<file path="src/rtl/fetch_ctrl.sv">
`default_nettype none
// ============================================================================
// Module   : fetch_ctrl
// Purpose  : Instruction fetch controller with PC, 2-entry fetch queue and FSM
// Revision : 1.0 - initial release
// ============================================================================
module fetch_ctrl #(
  parameter logic [15:0] RESET_PC = 16'h0000
) (
  input  logic        clk,
  input  logic        rst_n,
  input  logic        start,
  input  logic        halt_req,
  input  logic        redirect_valid,
  input  logic [15:0] redirect_pc,
  output logic [15:0] imem_addr,
  input  logic [31:0] imem_rdata,
  output logic        out_valid,
  input  logic        out_ready,
  output logic [31:0] out_instr,
  output logic [15:0] out_pc,
  output logic [1:0]  state,
  output logic [15:0] fetch_count
);

  typedef enum logic [1:0] {
    ST_IDLE = 2'd0,
    ST_RUN  = 2'd1,
    ST_HALT = 2'd2
  } state_t;

  localparam logic [15:0] C_RESET_PC = {RESET_PC[15:2], 2'b00};

  state_t      state_d, state_q;
  logic [15:0] pc_d, pc_q;
  logic [1:0]  count_d, count_q;
  logic [15:0] fetch_count_d, fetch_count_q;
  logic [15:0] head_pc_d, head_pc_q;
  logic [31:0] head_instr_d, head_instr_q;
  logic [15:0] tail_pc_d, tail_pc_q;
  logic [31:0] tail_instr_d, tail_instr_q;

  logic w_pop;
  logic w_fetch;
  logic w_fetch_to_head;

  assign out_valid = (count_q != 2'd0);
  assign w_pop     = out_valid && out_ready;
  assign w_fetch   = (state_q == ST_RUN) && !redirect_valid
                     && ((count_q < 2'd2) || w_pop);
  // The new entry lands in whichever slot is free once a same-cycle pop has shifted.
  assign w_fetch_to_head = (count_q == 2'd0) || ((count_q == 2'd1) && w_pop);

  always_comb begin
    state_d       = state_q;
    pc_d          = pc_q;
    count_d       = count_q;
    fetch_count_d = fetch_count_q;
    head_pc_d     = head_pc_q;
    head_instr_d  = head_instr_q;
    tail_pc_d     = tail_pc_q;
    tail_instr_d  = tail_instr_q;

    if (redirect_valid) begin
      pc_d    = {redirect_pc[15:2], 2'b00};
      count_d = 2'd0;
    end else begin
      case (state_q)
        ST_IDLE: if (start)    state_d = ST_RUN;
        ST_RUN:  if (halt_req) state_d = ST_HALT;
        ST_HALT: if (start)    state_d = ST_RUN;
        default:               state_d = ST_IDLE;
      endcase

      if (w_pop) begin
        head_pc_d    = tail_pc_q;
        head_instr_d = tail_instr_q;
      end

      if (w_fetch) begin
        pc_d          = pc_q + 16'd4;
        fetch_count_d = fetch_count_q + 16'd1;
        if (w_fetch_to_head) begin
          head_pc_d    = pc_q;
          head_instr_d = imem_rdata;
        end else begin
          tail_pc_d    = pc_q;
          tail_instr_d = imem_rdata;
        end
      end

      count_d = count_q + {1'b0, w_fetch} - {1'b0, w_pop};
    end
  end

  always_ff @(posedge clk or negedge rst_n) begin
    if (!rst_n) begin
      state_q       <= ST_IDLE;
      pc_q          <= C_RESET_PC;
      count_q       <= 2'd0;
      fetch_count_q <= 16'd0;
      head_pc_q     <= 16'd0;
      head_instr_q  <= 32'd0;
      tail_pc_q     <= 16'd0;
      tail_instr_q  <= 32'd0;
    end else begin
      state_q       <= state_d;
      pc_q          <= pc_d;
      count_q       <= count_d;
      fetch_count_q <= fetch_count_d;
      head_pc_q     <= head_pc_d;
      head_instr_q  <= head_instr_d;
      tail_pc_q     <= tail_pc_d;
      tail_instr_q  <= tail_instr_d;
    end
  end

  assign imem_addr   = pc_q;
  assign out_instr   = head_instr_q;
  assign out_pc      = head_pc_q;
  assign state       = state_q;
  assign fetch_count = fetch_count_q;

endmodule
`default_nettype wire

</file>
<file path="config.mk">
export PLATFORM = sky130hd
export DESIGN_NAME = fetch_ctrl
export DESIGN_NICKNAME = d
export VERILOG_FILES = /design/src/rtl/fetch_ctrl.sv
export SDC_FILE = /design/constraint.sdc
export NUM_CORES = 1
export LEC_CHECK = 0
export CORE_MARGIN = 2
export CORE_UTILIZATION = 55
export CTS_CLUSTER_SIZE = 25
export DETAILED_ROUTE_END_ITERATION = 8
export DONT_BUFFER_PORTS = 1
export PLACE_DENSITY = 0.78
export SKIP_CTS_REPAIR_TIMING = 1
export SYNTH_ARGS = -nofsm -noshare
export SYNTH_HDL_FRONTEND = slang
export SYNTH_SLANG_ARGS = --single-unit
</file>
<file path="constraint.sdc">
create_clock -name clk -period 2.4 [get_ports clk]
set_input_delay 0.36 -clock clk [delete_from_list [all_inputs] [get_ports clk]]
set_output_delay 0.36 -clock clk [all_outputs]
set_load 0.005 [all_outputs]
</file>
**Yosys cells after proc, flatten, opt, wreduce, memory -nomap -nowiden**

Cells that the tools add are included.

- Add/subtract/negate cells: 4
- Order comparisons: 1
- Eq/ne operators: 5
- Multiplexer cells: 12
- Bitwise operators: 2
- Reductions and logical operators: 15

Operator list:

| kind | number |
|---|---|
| 2-to-1 mux 32 bit | 3 |
| 2-to-1 mux 16 bit | 5 |
| adder 16 x 1 -> 16 bit (second input constant) | 1 |
| adder 16 x 3 -> 16 bit (second input constant) | 1 |
| 2-to-1 mux 2 bit | 3 |
| AND reduction 3 bit | 2 |
| == test 2 x 1 -> 1 bit (second input constant) | 2 |
| logical AND 1 bit | 4 |
| logical NOT 2 bit | 2 |
| case mux 2 bit (2 select lines) | 1 |
| nonzero test 2 bit | 2 |
| adder 2 x 1 -> 2 bit | 1 |
| == test 2 bit (second input constant) | 1 |
| logical OR 1 bit | 2 |
| less-than comparator 2 bit (second input constant) | 1 |
| != test 2 x 1 -> 1 bit (second input constant) | 1 |
| != test 2 bit (second input constant) | 1 |
| NOT 1 bit | 2 |
| AND reduction 2 bit | 1 |
| OR reduction 2 bit | 1 |
| subtractor 2 x 1 -> 2 bit | 1 |
| logical NOT 1 bit | 1 |

- Register bits after elaboration: 132
- Output and inout bits: 83

**Longest topological paths before layout**

- Depth in word-level cells: 7
- Depth in mapped cells: 10
- Gate-level depth less buffers: 8

**Worst setup path before layout**

Ideal clock, no wire load.

- Path kind: register to register
- Start point: register state_q[0], in the netlist state[0]
- End point: register count_q[0]
- Setup time: 0.131 ns
- Data arrival time: 1.910 ns
- Required time: 2.269 ns
- Slack: 0.358 ns
- Stages on the path, launching flop included: 9
- Buffers on the path: 1
- Clock period less this slack: 2.042 ns
- Path through: dfrtp_1 > or3b_4 > nor2_8 > inv_2 > buf_2 > ha_1 > inv_1 > ha_1 > nor2b_1

- Longest elaborated chain between the ends: 6

RTL lines:

| what | line | text |
|---|---|---|
| from (decl) | 34 | `state_t state_d, state_q;` |
| from (signal assigned) | 107 | `state_q <= state_d;` |
| == test 2 x 1 -> 1 bit | 49 | `assign w_fetch = (state_q == ST_RUN) && !redirect_valid` |
| logical AND 1 bit | 49 |  |
| logical AND 1 bit | 50 | `&& ((count_q < 2'd2) \|\| w_pop);` |
| adder 2 x 1 -> 2 bit | 92 | `count_d = count_q + {1'b0, w_fetch} - {1'b0, w_pop};` |
| subtractor 2 x 1 -> 2 bit | 92 |  |
| 2-to-1 mux 2 bit | 64 | `if (redirect_valid) begin` |
| net count_d[0] | 36 | `logic [1:0] count_d, count_q;` |
| to (signal assigned) | 109 | `count_q <= count_d;` |
| to (decl) | 36 |  |

The timed path passes the listed nets, and every way through them passes these cells.
A chain may end at the register's enable or synchronous reset.

**Final worst setup path**

- Start point: register state_q[1], in the netlist state[1]
- End point: register count_q[1]

Same word-level chain as after synthesis.

==> run_results.csv <==
group,metric,value,unit
synth,synth_edf_count,0,
setup_path,required,2770,ps
synth,syn_avg_cell_area,11.9,um2
clock_network,clk_transition_reported_paths,60,ps
run_status,outcome,"finished, violations left",
placed_design,hpwl,8140,um
clock_network,clock-sinks,128,
placed_design,place.gp.congestion,0.744,
setup_path,reg2reg_depth,8,
routing,drt_pass1_iterations,5,
layout,final_util,0.682,
global_route,grt_pass1_vias,3865,
setup_path,cp.arrival,2450,ps
global_route,gr-total-overflow,0,
layout,finalNetCount,593,
setup_path,crit_path_frequent_cell,"ha_1",
setup_path,crit_type,"reg -> reg",
worst_hold_path,hp-class,"in -> async",
timing,min_period,2070,ps
layout,stdcell_count,684,
global_route,antenna_found_initial,0,
power_and_ir_drop,p_sw,0.00263,W
die,coreArea,10400,um2
setup_path,reg2reg_from,"state[1]",
timing,relSlewSlack,0.617,
power_and_ir_drop,sequentialPowerShare,0.438,
die,placementRows,37,
setup_path,r2r_end,"count_q[1]",
timing,holdWs,-455,ps
synth,ys_seq_area_frac,0.543,
routing,drt_iter0_drc,410,
power_and_ir_drop,ir_drop,564,uV
synth,synth_area,5900,um2
power_and_ir_drop,power.internal,0.00604,W
die,initial_core_util,0.569,
setup_path,worstPathCellList,"or3b_4 -> nor2_8 -> inv_2 -> ha_1 -> inv_1 -> ha_1 -> xnor2_1 -> nor2_1",
run_status,violations,"negative hold slack",
timing,finalHoldViolations,128,
timing,tns,0,ps
setup_path,slowest_delay,470,ps
clock_network,clk_path_buf_depth,2,
synth,synth_warnings,0,
timing,rsz0062_at_grt,"no",
setup_path,r2r_setup_slack,330,ps
timing,final.period_utilization,0.864,
clock_network,clk_latency,520,ps
timing,fmax,482,MHz
clock_network,cts_buffers,17,
routing,postRouteAntennaNets,0,
setup_path,crit_path_start,"state[1]",
clock_network,tritoncts,"yes",
synth,ys_seq_elements,128,
power_and_ir_drop,leakagePower,3.16,nW
layout,drive_gt1_frac,0.170,
setup_path,worstPathMaxFanout,14,
routing,drc,0,
layout,areaGrowthSynthToFinish,19.9,%
setup_path,crit_path_start_kind,"flop",
timing,setup_viol,0,
setup_path,crit_family,"simple AND/OR/NAND/NOR gates",
placed_design,port_buffers,0,
setup_path,end_kind,"flop",
placed_design,dp_cells,608,
synth,ys.flop_type,"dfrtp_1",
timing,report.final.slew_viol_count,0,
global_route,gr-usage-all-layers,0.228,
layout,insertedDiodeCount,0,
synth,async_flop_share,1.00,
routing,post_drt_wl_per_cell,19.4,um
setup_path,critPathBufInv,2,
clock_network,root_buffer,"clkbuf_8",
power_and_ir_drop,pwr-share-comb,0.240,
power_and_ir_drop,pwr_density_cell,1230,nW/um2
synth,synth_cells,495,
die,dieWidth,108,um
setup_path,crit_path_top_delay_cell,"or3b_4",
timing,fin_skew,13.4,ps
die,die_h,108,um
power_and_ir_drop,switching_share,0.303,
routing,vias_per_cell,5.82,
die,ios,137,
job,maxCapViolCount,0,
clock_network,h-tree-depth,4,
synth,ys_types,46,
die,dieArea,11600,um2
power_and_ir_drop,clkPwrFrac,0.322,
routing,drt-total-wl,13300,um
timing,tightest_slew,573,ps
routing,num_vias,3983,
global_route,grt_first_pass_wirelength,20100,um
global_route,grt_max_degree,129,
[worst register-to-register path: stages (launching register included)]
cell	delay (ps)
dfrtp_1	430
or3b_4	470
nor2_8	270
inv_2	70
ha_1	270
inv_1	40
ha_1	180
xnor2_1	150
nor2_1	50
[logic make-up (layout without fill, tap and decap cells)]
| logic type | count (synthesis) | count (layout) | share of synthesized area |
|---|---|---|---|
| buffers and inverters | 37 | 89 | 0.0352 |
| adders and majority gates | 4 | 4 | 0.00848 |
| and+or+nand+nor | 144 | 144 | 0.122 |
| xor gates and xnor gates | 17 | 17 | 0.0252 |
| DFF | 128 | 128 | 0.543 |
| other | 1 | 2 | 0.000636 |
| AOI/OAI and AO/OA | 77 | 77 | 0.0827 |
| muxes | 87 | 87 | 0.183 |
[through the flow]
step	total power (W)	worst slack (ps)	cell area, um2	hold WS (ps)
floorplan	0.00530	358	5900	64.4
global placement	0.00565	396	5980	67.4
detailed placement	0.00580	374	5980	67.7
CTS	0.00864	349	6630	-483
global route	0.00915	204	7070	-493
finish	0.00868	326	7070	-455
[per-layer routing]
layer / track usage / vias up / share of wire
li1: - / 1842 / -
met5: 0 / - / 0
met4: 0.0815 / 0 / 0.017
met2: 0.356 / 152 / 0.48
met3: 0.0908 / 19 / 0.082
met1: 0.288 / 1970 / 0.42
[final cells by class]
type	count	area [um2]
Sequential cell	128	3200
Clock inverter	13	208
Tap cell	136	170
Inverter	7	26.3
Timing Repair Buffer	50	523
Multi-Input combinational cell	331	2500
Fill cell	756	3300
Clock buffer	19	442
[power groups by stage]
stage | Clock [W] | Combinational, W | Sequential [W]
2_1_floorplan | 0 | 0.00177 | 0.00353
3_3_place_gp | 0 | 0.00189 | 0.00376
3_5_place_dp | 0 | 0.00198 | 0.00382
4_1_cts | 0.00284 | 0.00200 | 0.00379
5_1_grt | 0.00294 | 0.00230 | 0.00391
6_report | 0.00280 | 0.00208 | 0.00380
[synthesized netlist by cell type (6+ instances only)]
| master | number | area [um2] |
|---|---|---|
| mux2_2 | 6 | 67.6 |
| nor2_1 | 28 | 105 |
| xor2_1 | 8 | 70.1 |
| nand2_1 | 54 | 203 |
| clkbuf_1 | 11 | 41.3 |
| buf_4 | 8 | 60.1 |
| xnor2_1 | 9 | 78.8 |
| o21ai_1 | 8 | 40.0 |
| inv_1 | 6 | 22.5 |
| nand3_1 | 11 | 55.1 |
| a211oi_1 | 8 | 60.1 |
| a221o_1 | 9 | 90.1 |
| o21ai_0 | 38 | 190 |
| dfrtp_1 | 128 | 3200 |
| mux2i_1 | 41 | 410 |
| mux2_4 | 40 | 601 |
| buf_2 | 7 | 35.0 |
| nor3_1 | 12 | 60.1 |
| nand4_1 | 9 | 56.3 |
[flip-flops by register name, summed over array words and instances, names as in the netlist]
register / count
imem_addr: 14
fetch_count: 16
out_instr: 32
count_q: 2
out_pc: 16
tail_pc_q: 14
tail_instr_q: 32
state: 2
[layout by cell type (no fill, tap or decap), types with 2 or more instances in the layout]
master | Yosys | layout
clkinv_4 | 0 | 3
o21ai_1 | 8 | 8
mux2_2 | 6 | 6
nor2b_1 | 2 | 2
a21o_1 | 3 | 3
bufinv_16 | 0 | 5
nand4_1 | 9 | 9
and4_1 | 5 | 5
clkbuf_8 | 0 | 3
inv_1 | 6 | 6
o211ai_1 | 3 | 3
a21oi_1 | 2 | 2
nand3_1 | 11 | 11
a221o_1 | 9 | 9
nor3_1 | 12 | 12
and3_1 | 5 | 5
nand2_1 | 54 | 54
or2_2 | 2 | 2
mux2i_1 | 41 | 41
buf_4 | 8 | 3
or3_1 | 2 | 2
buf_12 | 0 | 3
xor2_1 | 8 | 8
nor3b_1 | 4 | 4
clkinv_2 | 0 | 3
dfrtp_1 | 128 | 128
a211oi_1 | 8 | 8
clkbuf_16 | 0 | 16
conb_1 | 1 | 2
dlygate4sd3_1 | 0 | 44
mux2_4 | 40 | 40
ha_1 | 4 | 4
o21ai_0 | 38 | 38
nor2_1 | 28 | 27
nor4_1 | 3 | 3
xnor2_1 | 9 | 9
[how the worst max path moves through the flow]
| stage | end | slack [ps] | cells after the start |
|---|---|---|---|
| after floorplan | count_q[0] | 360 | 8 |
| after global placement | count_q[1] | 400 | 8 |
| after detailed placement | count_q[1] | 370 | 8 |
| after CTS | count_q[1] | 350 | 8 |
| after global routing | count_q[1] | 200 | 8 |
| final | count_q[1] | 330 | 8 |
Power figures use the tool's default switching activity.
==> RTL change 1, RTL diff (config.mk and constraints unchanged) <==
Reset style: synchronous (`rst_n`), changed in one clocked block.
--- a/src/rtl/fetch_ctrl.sv
+++ b/src/rtl/fetch_ctrl.sv
@@ -93,7 +93,7 @@
     end
   end
 
-  always_ff @(posedge clk or negedge rst_n) begin
+  always_ff @(posedge clk) begin
     if (!rst_n) begin
       state_q       <= ST_IDLE;
       pc_q          <= C_RESET_PC;
Check against the original RTL: differs if rst_n is asserted again (counterexample within 4 cycles, from zero or initial values and one cycle with rst_n low); with rst_n held inactive, the same outputs for 4 cycles.
==> RTL change 1 against the original RTL <==
The run still ends with hold timing left. Utilization increased by 0.75 points. Cell area shrank 5.1%. Sequential cell count is the same. Worst setup slack got worse by 0.085 ns. Critical path depth down 3. Die area down 6.4%. Routed wire length is 21% higher. Area after synthesis decreased by 6.7%. Highest routed layer unchanged.
Power is not compared: it rests on default switching activity, and its combinational part moved more than twofold at a synthesized area within 25%.
==> RTL change 1: results (changes against the original RTL) <==
Initial DRC Count=403 (was 410); failing checks=hold timing (unchanged); ys flop type=dfxtp_1 (was dfrtp_1); largest cells by area after synthesis=dfxtp_1 47%, nand2_1 13%, a21oi_1 6.5% (was dfrtp_1 54%, mux2_4 10%, mux2i_1 7.0%); total wire length=16.1 mm (was 13.3 mm); HP Class=in2reg (was in2async); hold slack=-0.0239 ns (was -0.455 ns); Worst Reg-to-Reg Cells=5 (was 8); number of global-route vias before repair=4944 (was 3865); Setup Skew=0.00925 ns (was 0.0134 ns); Critical R2R Capture=out_instr[31] (was count_q[1]); reg2reg setup slack=0.24 ns (was 0.33 ns); final hold violations=10 (was 128); Seq/Total Area, Yosys=46.5% (was 54.3%); CTS Buffer Depth=2 (unchanged); global-route usage over all layers=27.5% (was 22.8%); share of layout cells above drive strength 1=9.10% (was 17.0%); Synth async-reset ratio=0% (was 100%); worst hold start=rst_n; first-pass GRT wire length=24.1 mm (was 20.1 mm); most instantiated cells after synthesis=196 x nand2_1, 128 x dfxtp_1, 72 x a21oi_1 (was 128 x dfrtp_1, 54 x nand2_1, 41 x mux2i_1); fillers=768 (was 756); pin count of the biggest net entering global routing=59 (was 129); CTS Root Cell=clkbuf_8 (unchanged); Final nets=792 (was 593); worst-path maximum fanout=24 (was 14); Routability Congestion=0.870 (was 0.744); first-pass detailed-route iteration total=7 (was 5); dpl hpwl=9.50 mm (was 8.14 mm); Least-Margin Pin Slew=0.540 ns (was 0.573 ns); critical path arrival=2.55 ns (was 2.45 ns); status=complete, but fails checks (unchanged); RR Startpoint=state[0] (was state[1]); Vias/cell=6.11 (was 5.82); Synth cell types=54 (was 46)
==> RTL change 1: changes by cell type in the layout (fill, tap and decap cells not counted), moves of 8 or more <==
cell,delta
a221o_1,-8
a31oi_1,+35
mux2_4,-40
mux2i_1,-32
nand2_1,+142
buf_4,+21
dfrtp_1,-128
a21oi_1,+69
o31ai_1,+12
dfxtp_1,+128
o21ai_0,+9
nor3_1,-8
==> RTL change 1: worst max path at each step <==
stage / to / startpoint / slack (ns) / cells after the start
floorplan: count_q[1] / state[0] / 0.12 / 10
global placement: count_q[1] / redirect_valid / 0.22 / 10
detailed placement: out_pc[8] / redirect_valid / 0.19 / 5
CTS: out_pc[8] / state[0] / 0.26 / 5
global route: count_q[1] / state[0] / 0.18 / 10
finish: out_instr[31] / state[0] / 0.24 / 5
==> RTL change 1: area by class of cell <==
| cell class | count | area [µm²] | area share [%] |
|---|---|---|---|
| Clock buffer | 21 | 459 | 6.84 |
| Inverter | 8 | 30.0 | 0.448 |
| Multi-Input combinational cell | 516 | 2720 | 40.6 |
| Clock inverter | 11 | 178 | 2.65 |
| Timing Repair Buffer | 63 | 591 | 8.80 |
| Sequential cell | 128 | 2560 | 38.2 |
| Tap cell | 133 | 166 | 2.48 |
==> RTL change 1: logic make-up (layout without fill, tap and decap cells) <==
group,Yosys count,count (layout),share of synthesized area (%)
other cells,1,2,0.0681
fa+ha+maj,4,4,0.909
xor+xnor,11,11,1.75
simple gates,301,301,24.7
compound gates,188,188,19.6
mux,10,10,1.84
flops,128,128,46.5
buf+inv,63,103,4.63
==> RTL change 1: per-stage QoR <==
stage	setup WS [ns]	instance area [µm²]	std cells	utilization [%]	hold WS, ns
floorplan	0.125	5510	707	-	0.431
global placement	0.217	5680	810	58.4	0.437
detailed placement	0.189	5680	810	58.4	0.445
CTS	0.263	6320	842	64.9	-0.0394
global route	0.177	6710	880	69.0	-0.00128
finish	0.241	6710	880	69.0	-0.0239
==> RTL change 1: metal layers <==
layer	vias up	GRT usage [%]	share of wire (%)
met2	275	45.6	49
li1	2506	-	-
met4	0	11.7	1.7
met5	-	0	0
met3	27	10.4	9.8
met1	2568	31.8	40
==> RTL change 1: power by group <==
group / total (mW) / switching, mW / internal [mW]
Sequential: 2.25 / 0.0690 / 2.18
Clock: 2.74 / 0.962 / 1.78
Combinational: 0.304 / 0.172 / 0.133
Total: 5.30 / 1.20 / 4.10
==> RTL change 1: critical path: stages, from the launching register on <==
cell     delay, ns
dfxtp_1       0.32
or3b_1        0.43
or3_2         0.73
buf_4         0.33
nand2_1       0.10
a31oi_1       0.10
==> RTL change 2, RTL diff (config.mk and constraints unchanged) <==
Made on the original files. `head_instr_q` and `tail_instr_q` no longer have a reset.
--- a/src/rtl/fetch_ctrl.sv
+++ b/src/rtl/fetch_ctrl.sv
@@ -100,19 +100,20 @@
       count_q       <= 2'd0;
       fetch_count_q <= 16'd0;
       head_pc_q     <= 16'd0;
-      head_instr_q  <= 32'd0;
       tail_pc_q     <= 16'd0;
-      tail_instr_q  <= 32'd0;
     end else begin
       state_q       <= state_d;
       pc_q          <= pc_d;
       count_q       <= count_d;
       fetch_count_q <= fetch_count_d;
       head_pc_q     <= head_pc_d;
-      head_instr_q  <= head_instr_d;
       tail_pc_q     <= tail_pc_d;
-      tail_instr_q  <= tail_instr_d;
     end
+  end
+
+  always_ff @(posedge clk) begin
+    head_instr_q <= head_instr_d;
+    tail_instr_q <= tail_instr_d;
   end
 
   assign imem_addr   = pc_q;
Check against the original RTL: differs if rst_n is asserted again (counterexample within 4 cycles, from zero or initial values and one cycle with rst_n low); with rst_n held inactive, the same outputs for 4 cycles.
==> RTL change 2 against the original RTL <==
Count of clock-buffer cells in the layout decreased by 2. Worst setup slack got worse by 0.025 ns. Non-clock buffer count increased by 5. Sequential cell count unchanged. Fmax decreased by 1.2%. Global-route usage decreased by 1.7 points. Critical path depth decreased by 1. Power decreased by 9.2%. Routed wire length decreased by 9.2%. Area after synthesis decreased by 4.4%. Utilization increased by 1.6 points. Cell area decreased by 2.6%. Hold slack improved by 0.47 ns. First-iteration DRC count decreased by 33%. Largest cell class unchanged. Largest power group unchanged. Highest routed layer unchanged.
==> RTL change 2: results (changes against the original RTL) <==
status=finished clean (was complete, but fails checks); grt met2 use=33.6% (was 35.6%); Syn Inst Count=448 (was 495); Setup Skew=0.0103 ns (was 0.0134 ns); crit path from=state[0] (was state[1]); Compound-Gate Fraction of Synth Area=8.49% (was 8.27%); placed cells=569 (was 608); dpl hpwl=7.49 mm (was 8.14 mm); DR WL met2=6.04 mm (was 6.39 mm); largest cells by area after synthesis=edfxtp_1 34%, dfrtp_1 28%, mux2i_1 8.9% (was dfrtp_1 54%, mux2_4 10%, mux2i_1 7.0%); first-pass GRT wire length=18.0 mm (was 20.1 mm); Critical R2R Capture=count_q[0] (was count_q[1]); Initial DRC Count=275 (was 410); most instantiated cells after synthesis=64 x dfrtp_1, 64 x edfxtp_1, 50 x mux2i_1 (was 128 x dfrtp_1, 54 x nand2_1, 41 x mux2i_1); Post-Synth Adder-Cell Area=0.887% (was 0.848%); reg2reg setup slack=0.30 ns (was 0.33 ns); share of layout cells above drive strength 1=12.5% (was 17.0%); Final nets=558 (was 593); first-pass detailed-route iteration total=4 (was 5); HP Class=in2reg (was in2async); Worst Reg-to-Reg Cells=7 (was 8); CP max-delay cell=or3b_1 (was or3b_4); mux contribution to synthesized area=11.7% (was 18.3%); leakage=2.90 nW (was 3.16 nW); drt wl/cell=18.7 µm (was 19.4 µm); Routability Congestion=0.800 (was 0.744); global-route usage over all layers=21.0% (was 22.8%); xor/xnor share of the synthesized area=2.64% (was 2.52%); critical path arrival=2.47 ns (was 2.45 ns); met3 wire len=983 µm (was 1.09 mm); fin cells=646 (was 684); Slew headroom=64.5% (was 61.7%); pin count of the biggest net entering global routing=67 (was 129); M1 GR Usage=25.4% (was 28.8%); Synth cell types=44 (was 46); area leader, netlist=edfxtp_1 (was dfrtp_1); GRT met3 Usage=9.15% (was 9.08%)
[RTL change 2: cell count changes in the layout (fill, tap and decap cells not counted), moves of 6 or more]
cell / delta
mux2i_1: +9
dfrtp_1: -64
a21oi_1: +13
a211oi_1: -7
mux2_2: +8
nand2_1: -6
nor3_1: -8
mux2_4: -40
edfxtp_1: +64
[RTL change 2: power by group]
group          switching (mW)  internal (mW)  total [mW]
logic                   0.884          0.810        1.69
registers               0.525           2.99        3.51
clock network           0.970           1.70        2.67
total                    2.38           5.50        7.88
[RTL change 2: metrics by stage]
step | hold slack (ns) | setup slack, ns | cell area [µm²]
global placement | 0.0660 | 0.357 | 5800
detailed placement | 0.0659 | 0.341 | 5800
floorplan | 0.0644 | 0.0192 | 5650
global route | 0.00144 | 0.186 | 6890
CTS | -0.481 | 0.322 | 6420
finish | 0.0190 | 0.301 | 6890
[RTL change 2: area by class of cell]
type | count | area [µm²]
clock buffers | 17 | 414
clock inverters | 15 | 210
fillers | 659 | 2970
inverters | 10 | 37.5
multi-input cells | 288 | 1960
flip-flops and latches | 128 | 3520
well taps | 133 | 166
repair buffers | 55 | 581
[RTL change 2: cells by family (layout without fill, tap and decap cells)]
kind of cell,after synthesis,count (layout)
DFF,128,128
and+or+nand+nor,124,124
AOI/OAI and AO/OA,77,77
muxes,64,64
buffers and inverters,33,97
xor gates and xnor gates,17,17
adders and majority gates,4,4
other,1,2
[RTL change 2: worst reg2reg max path, delay by kind of cell, from the launching register on]
kind	cells	cell delay, ns
flops	1	0.43
simple gates	3	0.88
buf+inv	2	0.12
fa+ha+maj	2	0.52
